===== src/rtl/im_debug_sequencer.sv =====
// Debug sequencer: loads a program from a UART byte stream into instruction
// memory, then runs or single-steps the pipeline until it reports a halt.
module im_debug_sequencer #(
  parameter int             LEN       = 32,
  parameter int             ADDR_W    = 11,
  parameter logic [7:0]     CMD_LOAD  = 8'h4C,
  parameter logic [7:0]     CMD_RUN   = 8'h52,
  parameter logic [7:0]     CMD_STEP  = 8'h53,
  parameter logic [7:0]     CMD_NEXT  = 8'h4E,
  parameter logic [LEN-1:0] HALT_WORD = 32'hFFFF_FFFF
) (
  input  logic              i_clk,
  input  logic              i_rst,
  input  logic              i_rx_valid,
  input  logic [7:0]        i_rx_data,
  input  logic              i_halt,
  output logic              o_im_we,
  output logic [ADDR_W-1:0] o_im_addr,
  output logic [LEN-1:0]    o_im_data,
  output logic              o_pipe_en,
  output logic              o_pipe_rst,
  output logic              o_loaded,
  output logic              o_done,
  output logic [ADDR_W:0]   o_word_cnt,
  output logic [LEN-1:0]    o_cycle_cnt,
  output logic [2:0]        o_dbg_state
);

  localparam int BYTES = LEN / 8;
  localparam int BC_W  = $clog2(BYTES);
  localparam logic [BC_W-1:0] LAST_BYTE = BC_W'(BYTES - 1);

  typedef enum logic [2:0] {
    S_IDLE     = 3'd0,
    S_LOAD     = 3'd1,
    S_WRITE    = 3'd2,
    S_PIPE_RST = 3'd3,
    S_RUN      = 3'd4,
    S_STEP     = 3'd5,
    S_DONE     = 3'd6
  } state_t;

  state_t            state_q, state_d;
  logic [LEN-1:0]    word_q, word_d;
  logic [BC_W-1:0]   byte_cnt_q, byte_cnt_d;
  logic [ADDR_W-1:0] addr_q, addr_d;
  logic              mode_step_q, mode_step_d;
  logic              im_we_q, im_we_d;
  logic [ADDR_W-1:0] im_addr_q, im_addr_d;
  logic [LEN-1:0]    im_data_q, im_data_d;
  logic              pipe_en_q, pipe_en_d;
  logic              pipe_rst_q, pipe_rst_d;
  logic              loaded_q, loaded_d;
  logic              done_q, done_d;
  logic [ADDR_W:0]   word_cnt_q, word_cnt_d;
  logic [LEN-1:0]    cycle_cnt_q, cycle_cnt_d;

  logic [LEN-1:0]    word_shift;
  logic              is_run_or_step;

  // i_rx_valid is a one-cycle strobe with no ready: every strobed byte is
  // either consumed in the cycle it arrives or ignored, never back-pressured.
  assign word_shift     = {word_q[LEN-9:0], i_rx_data};
  assign is_run_or_step = (i_rx_data == CMD_RUN) || (i_rx_data == CMD_STEP);

  always_comb begin
    state_d     = state_q;
    word_d      = word_q;
    byte_cnt_d  = byte_cnt_q;
    addr_d      = addr_q;
    mode_step_d = mode_step_q;
    im_we_d     = 1'b0;
    im_addr_d   = im_addr_q;
    im_data_d   = im_data_q;
    pipe_en_d   = 1'b0;
    pipe_rst_d  = 1'b1;
    loaded_d    = loaded_q;
    done_d      = done_q;
    word_cnt_d  = word_cnt_q;
    cycle_cnt_d = cycle_cnt_q;

    case (state_q)
      S_IDLE: begin
        if (i_rx_valid && i_rx_data == CMD_LOAD) begin
          state_d    = S_LOAD;
          addr_d     = '0;
          byte_cnt_d = '0;
          loaded_d   = 1'b0;
        end else if (i_rx_valid && is_run_or_step && loaded_q) begin
          state_d     = S_PIPE_RST;
          mode_step_d = (i_rx_data == CMD_STEP);
          pipe_rst_d  = 1'b0;
          cycle_cnt_d = '0;
        end
      end
      S_LOAD: begin
        if (i_rx_valid) begin
          word_d     = word_shift;
          byte_cnt_d = byte_cnt_q + BC_W'(1);
          // The write strobe is launched here so it appears one cycle after the last byte.
          if (byte_cnt_q == LAST_BYTE) begin
            state_d   = S_WRITE;
            im_we_d   = 1'b1;
            im_addr_d = addr_q;
            im_data_d = word_shift;
          end
        end
      end
      S_WRITE: begin
        byte_cnt_d = '0;
        addr_d     = addr_q + ADDR_W'(1);
        word_cnt_d = {1'b0, addr_q} + (ADDR_W + 1)'(1);
        if (word_q == HALT_WORD || addr_q == '1) begin
          state_d  = S_IDLE;
          loaded_d = 1'b1;
        end else begin
          state_d = S_LOAD;
          // A byte arriving now already belongs to the next word.
          if (i_rx_valid) begin
            word_d     = word_shift;
            byte_cnt_d = BC_W'(1);
          end
        end
      end
      S_PIPE_RST: begin
        state_d   = mode_step_q ? S_STEP : S_RUN;
        pipe_en_d = !mode_step_q;
      end
      S_RUN: begin
        if (i_halt) begin
          state_d = S_DONE;
          done_d  = 1'b1;
        end else begin
          pipe_en_d = 1'b1;
        end
      end
      S_STEP: begin
        if (i_halt) begin
          state_d = S_DONE;
          done_d  = 1'b1;
        end else if (i_rx_valid && i_rx_data == CMD_RUN) begin
          state_d   = S_RUN;
          pipe_en_d = 1'b1;
        end else if (i_rx_valid && i_rx_data == CMD_NEXT) begin
          pipe_en_d = 1'b1;
        end
      end
      S_DONE: begin
        if (i_rx_valid && is_run_or_step) begin
          state_d     = S_PIPE_RST;
          mode_step_d = (i_rx_data == CMD_STEP);
          pipe_rst_d  = 1'b0;
          cycle_cnt_d = '0;
          done_d      = 1'b0;
        end else if (i_rx_valid && i_rx_data == CMD_LOAD) begin
          state_d    = S_LOAD;
          addr_d     = '0;
          byte_cnt_d = '0;
          loaded_d   = 1'b0;
          done_d     = 1'b0;
        end
      end
      default: state_d = S_IDLE;
    endcase

    // The counter advances together with every enable cycle it reports.
    if (pipe_en_d) cycle_cnt_d = cycle_cnt_q + LEN'(1);
  end

  always_ff @(posedge i_clk or negedge i_rst) begin
    if (!i_rst) begin
      state_q     <= S_IDLE;
      word_q      <= '0;
      byte_cnt_q  <= '0;
      addr_q      <= '0;
      mode_step_q <= 1'b0;
      im_we_q     <= 1'b0;
      im_addr_q   <= '0;
      im_data_q   <= '0;
      pipe_en_q   <= 1'b0;
      pipe_rst_q  <= 1'b1;
      loaded_q    <= 1'b0;
      done_q      <= 1'b0;
      word_cnt_q  <= '0;
      cycle_cnt_q <= '0;
    end else begin
      state_q     <= state_d;
      word_q      <= word_d;
      byte_cnt_q  <= byte_cnt_d;
      addr_q      <= addr_d;
      mode_step_q <= mode_step_d;
      im_we_q     <= im_we_d;
      im_addr_q   <= im_addr_d;
      im_data_q   <= im_data_d;
      pipe_en_q   <= pipe_en_d;
      pipe_rst_q  <= pipe_rst_d;
      loaded_q    <= loaded_d;
      done_q      <= done_d;
      word_cnt_q  <= word_cnt_d;
      cycle_cnt_q <= cycle_cnt_d;
    end
  end

  assign o_im_we     = im_we_q;
  assign o_im_addr   = im_addr_q;
  assign o_im_data   = im_data_q;
  assign o_pipe_en   = pipe_en_q;
  assign o_pipe_rst  = pipe_rst_q;
  assign o_loaded    = loaded_q;
  assign o_done      = done_q;
  assign o_word_cnt  = word_cnt_q;
  assign o_cycle_cnt = cycle_cnt_q;
  assign o_dbg_state = state_q;

endmodule


===== config.mk =====
export PLATFORM = sky130hd
export DESIGN_NAME = im_debug_sequencer
export DESIGN_NICKNAME = d
export VERILOG_FILES = /design/src/rtl/im_debug_sequencer.sv
export SDC_FILE = /design/constraint.sdc
export NUM_CORES = 1
export LEC_CHECK = 0
export ABC_AREA = 1
export CAP_MARGIN = 20
export CORE_ASPECT_RATIO = 1.75
export CORE_MARGIN = 4
export CORE_UTILIZATION = 50
export DETAILED_ROUTE_END_ITERATION = 12
export PLACE_DENSITY_LB_ADDON = 0.08
export SETUP_SLACK_MARGIN = 0.05
export SLEW_MARGIN = 20
export SYNTH_ARGS = -nofsm -noshare
export SYNTH_HDL_FRONTEND = slang
export SYNTH_SLANG_ARGS = --single-unit

===== constraint.sdc =====
create_clock -name i_clk -period 2.75 [get_ports i_clk]
set_input_delay 0.55 -clock i_clk [delete_from_list [all_inputs] [get_ports i_clk]]
set_output_delay 0.55 -clock i_clk [all_outputs]
set_load 0.03 [all_outputs]

# ---- Yosys cells after proc, flatten, opt, wreduce, memory -nomap -nowiden
# Cells that the tools add are included.
dict set report op_classes {
  addsub 4
  n_eq_ne 29
  muxes 53
  reduce_logical 25
}
# op n
set ops {}
lappend ops {{$mux W32} 6}
lappend ops {{$pmux W32 S2} 2}
lappend ops {{$pmux W11 S3} 1}
lappend ops {{$add A32 B1 Y32 const B} 1}
lappend ops {{$eq A32 B32 Y1 const B} 1}
lappend ops {{$eq A8 B7 Y1 const B} 4}
lappend ops {{$mux W3} 9}
lappend ops {{$mux W1} 23}
lappend ops {{$mux W11} 2}
lappend ops {{$pmux W3 S7} 1}
lappend ops {{$ne A2 B2 Y1 const B} 9}
lappend ops {{$ne A3 B3 Y1 const B} 6}
lappend ops {{$add A11 B1 Y12 const B} 1}
lappend ops {{$reduce_and A3 Y1} 4}
lappend ops {{$add A11 B1 Y11 const B} 1}
lappend ops {{$eq A11 B11 Y1 const B} 1}
lappend ops {{$eq A3 B3 Y1 const B} 3}
lappend ops {{$pmux W2 S4} 1}
lappend ops {{$reduce_and A4 Y1} 2}
lappend ops {{$eq A3 B2 Y1 const B} 2}
lappend ops {{$mux W2} 3}
lappend ops {{$pmux W1 S2} 3}
lappend ops {{$pmux W1 S3} 2}
lappend ops {{$reduce_and A6 Y1} 1}
lappend ops {{13 further kinds} 22}
dict set report totals {
  regBits 141
  output_inout_bits 95
}

# ---- Logic depth before layout (Yosys ltp)
dict set report logic_depth {
  word_depth 8
  depth_mapped 11
  mapped_depth_nobuf 11
}

# ---- Worst setup path before layout
# No wires, ideal clock.
dict set report synth_timing {
  path_type {reg2reg}
  start {reg cycle_cnt_q[0] (netlist: o_cycle_cnt[0])}
  end {reg cycle_cnt_q[28] (netlist: o_cycle_cnt[28])}
  setup_time_ns 0.120
  arrival_time_ns 1.586
  path_slack_ns 1.045
  stages_incl_launch_ff 11
  path_cell_list {dfrtp_1 > ha_1 > nand2_1 > nor2_1 > nand2_1 > nor2_2 > nand3_1 > nor2_1 > nand2_1 > nand3_1 > nand2_1}
}
dict set report synth_between {
  elab_chain_len 2
}
# element line_no
set synth_rtl {}
lappend synth_rtl {{from (decl)} 56} ;# logic [LEN-1:0] cycle_cnt_q, cycle_cnt_d;
lappend synth_rtl {{from (signal assigned)} 200} ;# cycle_cnt_q <= cycle_cnt_d;
lappend synth_rtl {{$add A32 B1 Y32} 167} ;# if (pipe_en_d) cycle_cnt_d = cycle_cnt_q + LEN'(1);
lappend synth_rtl {{$mux W32} 167}
# Every way passes these cells.
# A chain may end at the register's enable or synchronous reset.

# ---- Final worst setup path
dict set report layout_timing {
  start {reg state_q[0] (netlist: o_dbg_state[0])}
  end {out o_dbg_state[0]}
}
# element line_no
set layout_lines {}
lappend layout_lines {{from (decl)} 43} ;# state_t state_q, state_d;
lappend layout_lines {{from (signal assigned)} 187} ;# state_q <= state_d;
lappend layout_lines {{to (decl)} 26} ;# output logic [2:0] o_dbg_state
# No word-level cell between the ends.

==> run metrics <==
final hold vios=0; CTS H-tree lvls=4; r2r endpoint=word_q[15]; DRT Pass-1 Iters=5; Register-to-Register Path Depth=8; worst slew pin tran=0.531 ns; syn nets=872; Mean Syn Cell Area=8.28 µm²; YS warnings=0; worst path bufs/invs=1; total grt overflow=0; initial antenna violation count=0; GP Congestion=0.885; Nets=973; synthesis-to-layout area growth=24.3%; most common cell after layout, fill and taps aside=nand2_1; Antenna diodes=0; Fmax=0.423 GHz; # fillers=1222; Post-Synthesis Cells=857; total CTS buffers=17; post-route clock skew=0.0107 ns; sequential share of the synthesized area=49.8%; largest net degree at the start of global routing=65; Design Area, Final=8820 µm²; final-report setup violation count=0; most frequent cells in the layout=nand2_1, dfrtp_1, clkdlybuf4s50_1; Core ar.=13900 µm²; clk buf depth=2; IO buf count=106; Starting Density=51.0%; Vias/cell=5.31; min Tclk post-route=2.36 ns; Total GRT Usage=23.3%; Initial DRC Count=342; crit path kind=reg2out; area of the multi-input gates=2980 µm²; critical path data arrival time=1.81 ns; share of cells above drive strength 1=11.9%; Worst setup EP type=primary output; worst r2r src=o_dbg_state[0]; worst endpoint required time=2.20 ns; first-pass GRT wire length=30100 µm; worst vdd ir=0.700 mV; Reg2Reg Setup Slack=0.63 ns; TritonCTS clock tree=built; dpl hpwl=13000 µm; clock-pin slew on the worst setup and hold paths=0.06 ns; status=complete, no violations; Worst slew margin=64.6%; Die H=166 µm; total negative slack for setup checks=0 ns; fin. max-slew vios=0; DR DRC count=0; unrepaired setup endpoints after global routing=false; IO Count=107; DR WL/cell=15.8 µm; max-cap violations=0; Routed WL=18100 µm; P_leak=4.08 nW; number of global-route vias before repair=6151; DP Area=8210 µm²; critical path's top delay family=buffers and inverters; Slowest cell on crit path=clkdlybuf4s50_1; Clock Latency Late Sink=0.41 ns; CP Launch Type=register; Sink Count=141; die area=16200 µm²; PD cells=1010 nW/µm²; ranking of synthesized cells by area=dfrtp_1, nand2_1, inv_1; biggest area consumer among synthesized cells=dfrtp_1; worst hold path type=in2async; critical path peak fanout=11; fin crit share=85.9%; Post-DRT Antenna Nets=0; Post-CTS Resized=0; Vias=6096; postcts setup bufs=0; Cell Rows=57; CP Cell Sequence=clkdlybuf4s50_1; number of hold buffers added after cts=0; Mapped Area=7090 µm²; CP peak stage delay=0.78 ns; Die W=98.0 µm; clk root buf=clkbuf_16; Register Area=3530 µm²; Synth Register Bits=141; area fraction of the dominant cell type after synthesis=49.4%; library cells used by synthesis=40
==> worst max path at each step <==
stage	cells after the start	end	slack (ns)	startpoint
2_1_floorplan	10	o_cycle_cnt[28]	1.04	o_cycle_cnt[0]
3_3_place_gp	11	byte_cnt_q[0]	0.39	i_rx_data[7]
3_5_place_dp	12	byte_cnt_q[1]	0.33	i_rx_data[7]
4_1_cts	1	o_dbg_state[0]	0.38	o_dbg_state[0]
5_1_grt	1	o_dbg_state[0]	0.29	o_dbg_state[0]
6_report	1	o_dbg_state[0]	0.39	o_dbg_state[0]
==> state kept, by name (all words and copies together) (netlist names) <==
signal	count
byte_cnt_q	2
o_pipe_rst	1
o_im_data	32
o_im_we	1
addr_q	11
o_word_cnt	12
o_done	1
o_pipe_en	1
o_im_addr	11
o_dbg_state	3
o_loaded	1
o_cycle_cnt	32
mode_step_q	1
word_q	32
==> per-layer routing <==
metal  routed length (µm)  up-vias  global-route usage, %
met4                  631        0                   11.0
met1                 7130     2893                   26.3
met3                  896       44                   5.04
met2                 9440      171                   41.5
met5                    0        -                      0
li1                     -     2988                      -
==> synth_stat cells <==
library cell / count
nand2_1: 264
dfrtp_1: 140
inv_1: 76
nor2_1: 62
o21ai_0: 56
nand3_1: 54
nand4_1: 39
o21ai_2: 30
buf_6: 16
o21ai_1: 15
nand2_2: 14
buf_2: 9
nor2_2: 9
nor3_1: 9
inv_2: 7
a21oi_1: 6
xnor2_1: 6
a21o_1: 5
clkbuf_1: 4
nand3_4: 4
or2_2: 4
xor2_1: 4
ha_1: 3
nand3b_1: 3
nand2_4: 2
nor3_2: 2
a21boi_2: 1
a21boi_4: 1
a21oi_2: 1
a22oi_1: 1
a2bb2oi_1: 1
and3_1: 1
buf_1: 1
buf_4: 1
buf_8: 1
dfstp_2: 1
inv_4: 1
o21bai_1: 1
o31ai_1: 1
or2_1: 1
==> through the flow <==
stage | hold WS [ns] | std cells | worst slack (ns) | util [%] | power (mW)
2_1_floorplan | 0.254 | 857 | 1.04 | - | 5.39
3_3_place_gp | 0.464 | 1116 | 0.389 | 59.0 | 6.46
3_5_place_dp | 0.468 | 1116 | 0.327 | 59.0 | 6.53
4_1_cts | 0.109 | 1148 | 0.375 | 63.4 | 8.95
5_1_grt | 0.129 | 1148 | 0.293 | 63.4 | 9.45
6_report | 0.0909 | 1148 | 0.387 | 63.4 | 8.88
==> cells by family after synthesis <==
family / count (synthesis) / share of synthesized area [%]
AO/OA/AOI/OAI: 119 / 10.7
flip-flops: 141 / 49.8
AND/OR/NAND/NOR: 468 / 29.6
XOR/XNOR: 10 / 1.23
adder cells (fa/ha/maj): 3 / 0.529
buffers and inverters: 116 / 8.24
==> power by group <==
part / internal (mW) / total (mW) / switching (mW)
registers: 2.72 / 3.21 / 0.498
clock network: 1.45 / 2.39 / 0.936
logic: 1.22 / 3.27 / 2.06
==> layout make-up <==
class | instances | area share, %
clock buffers | 19 | 4.91
well taps | 177 | 2.51
repair buffers | 114 | 13.1
inverters | 84 | 3.60
flip-flops and latches | 141 | 40.0
multi-input cells | 600 | 33.8
clock inverters | 13 | 2.03
No activity file was read; power rests on OpenSTA's default activity.
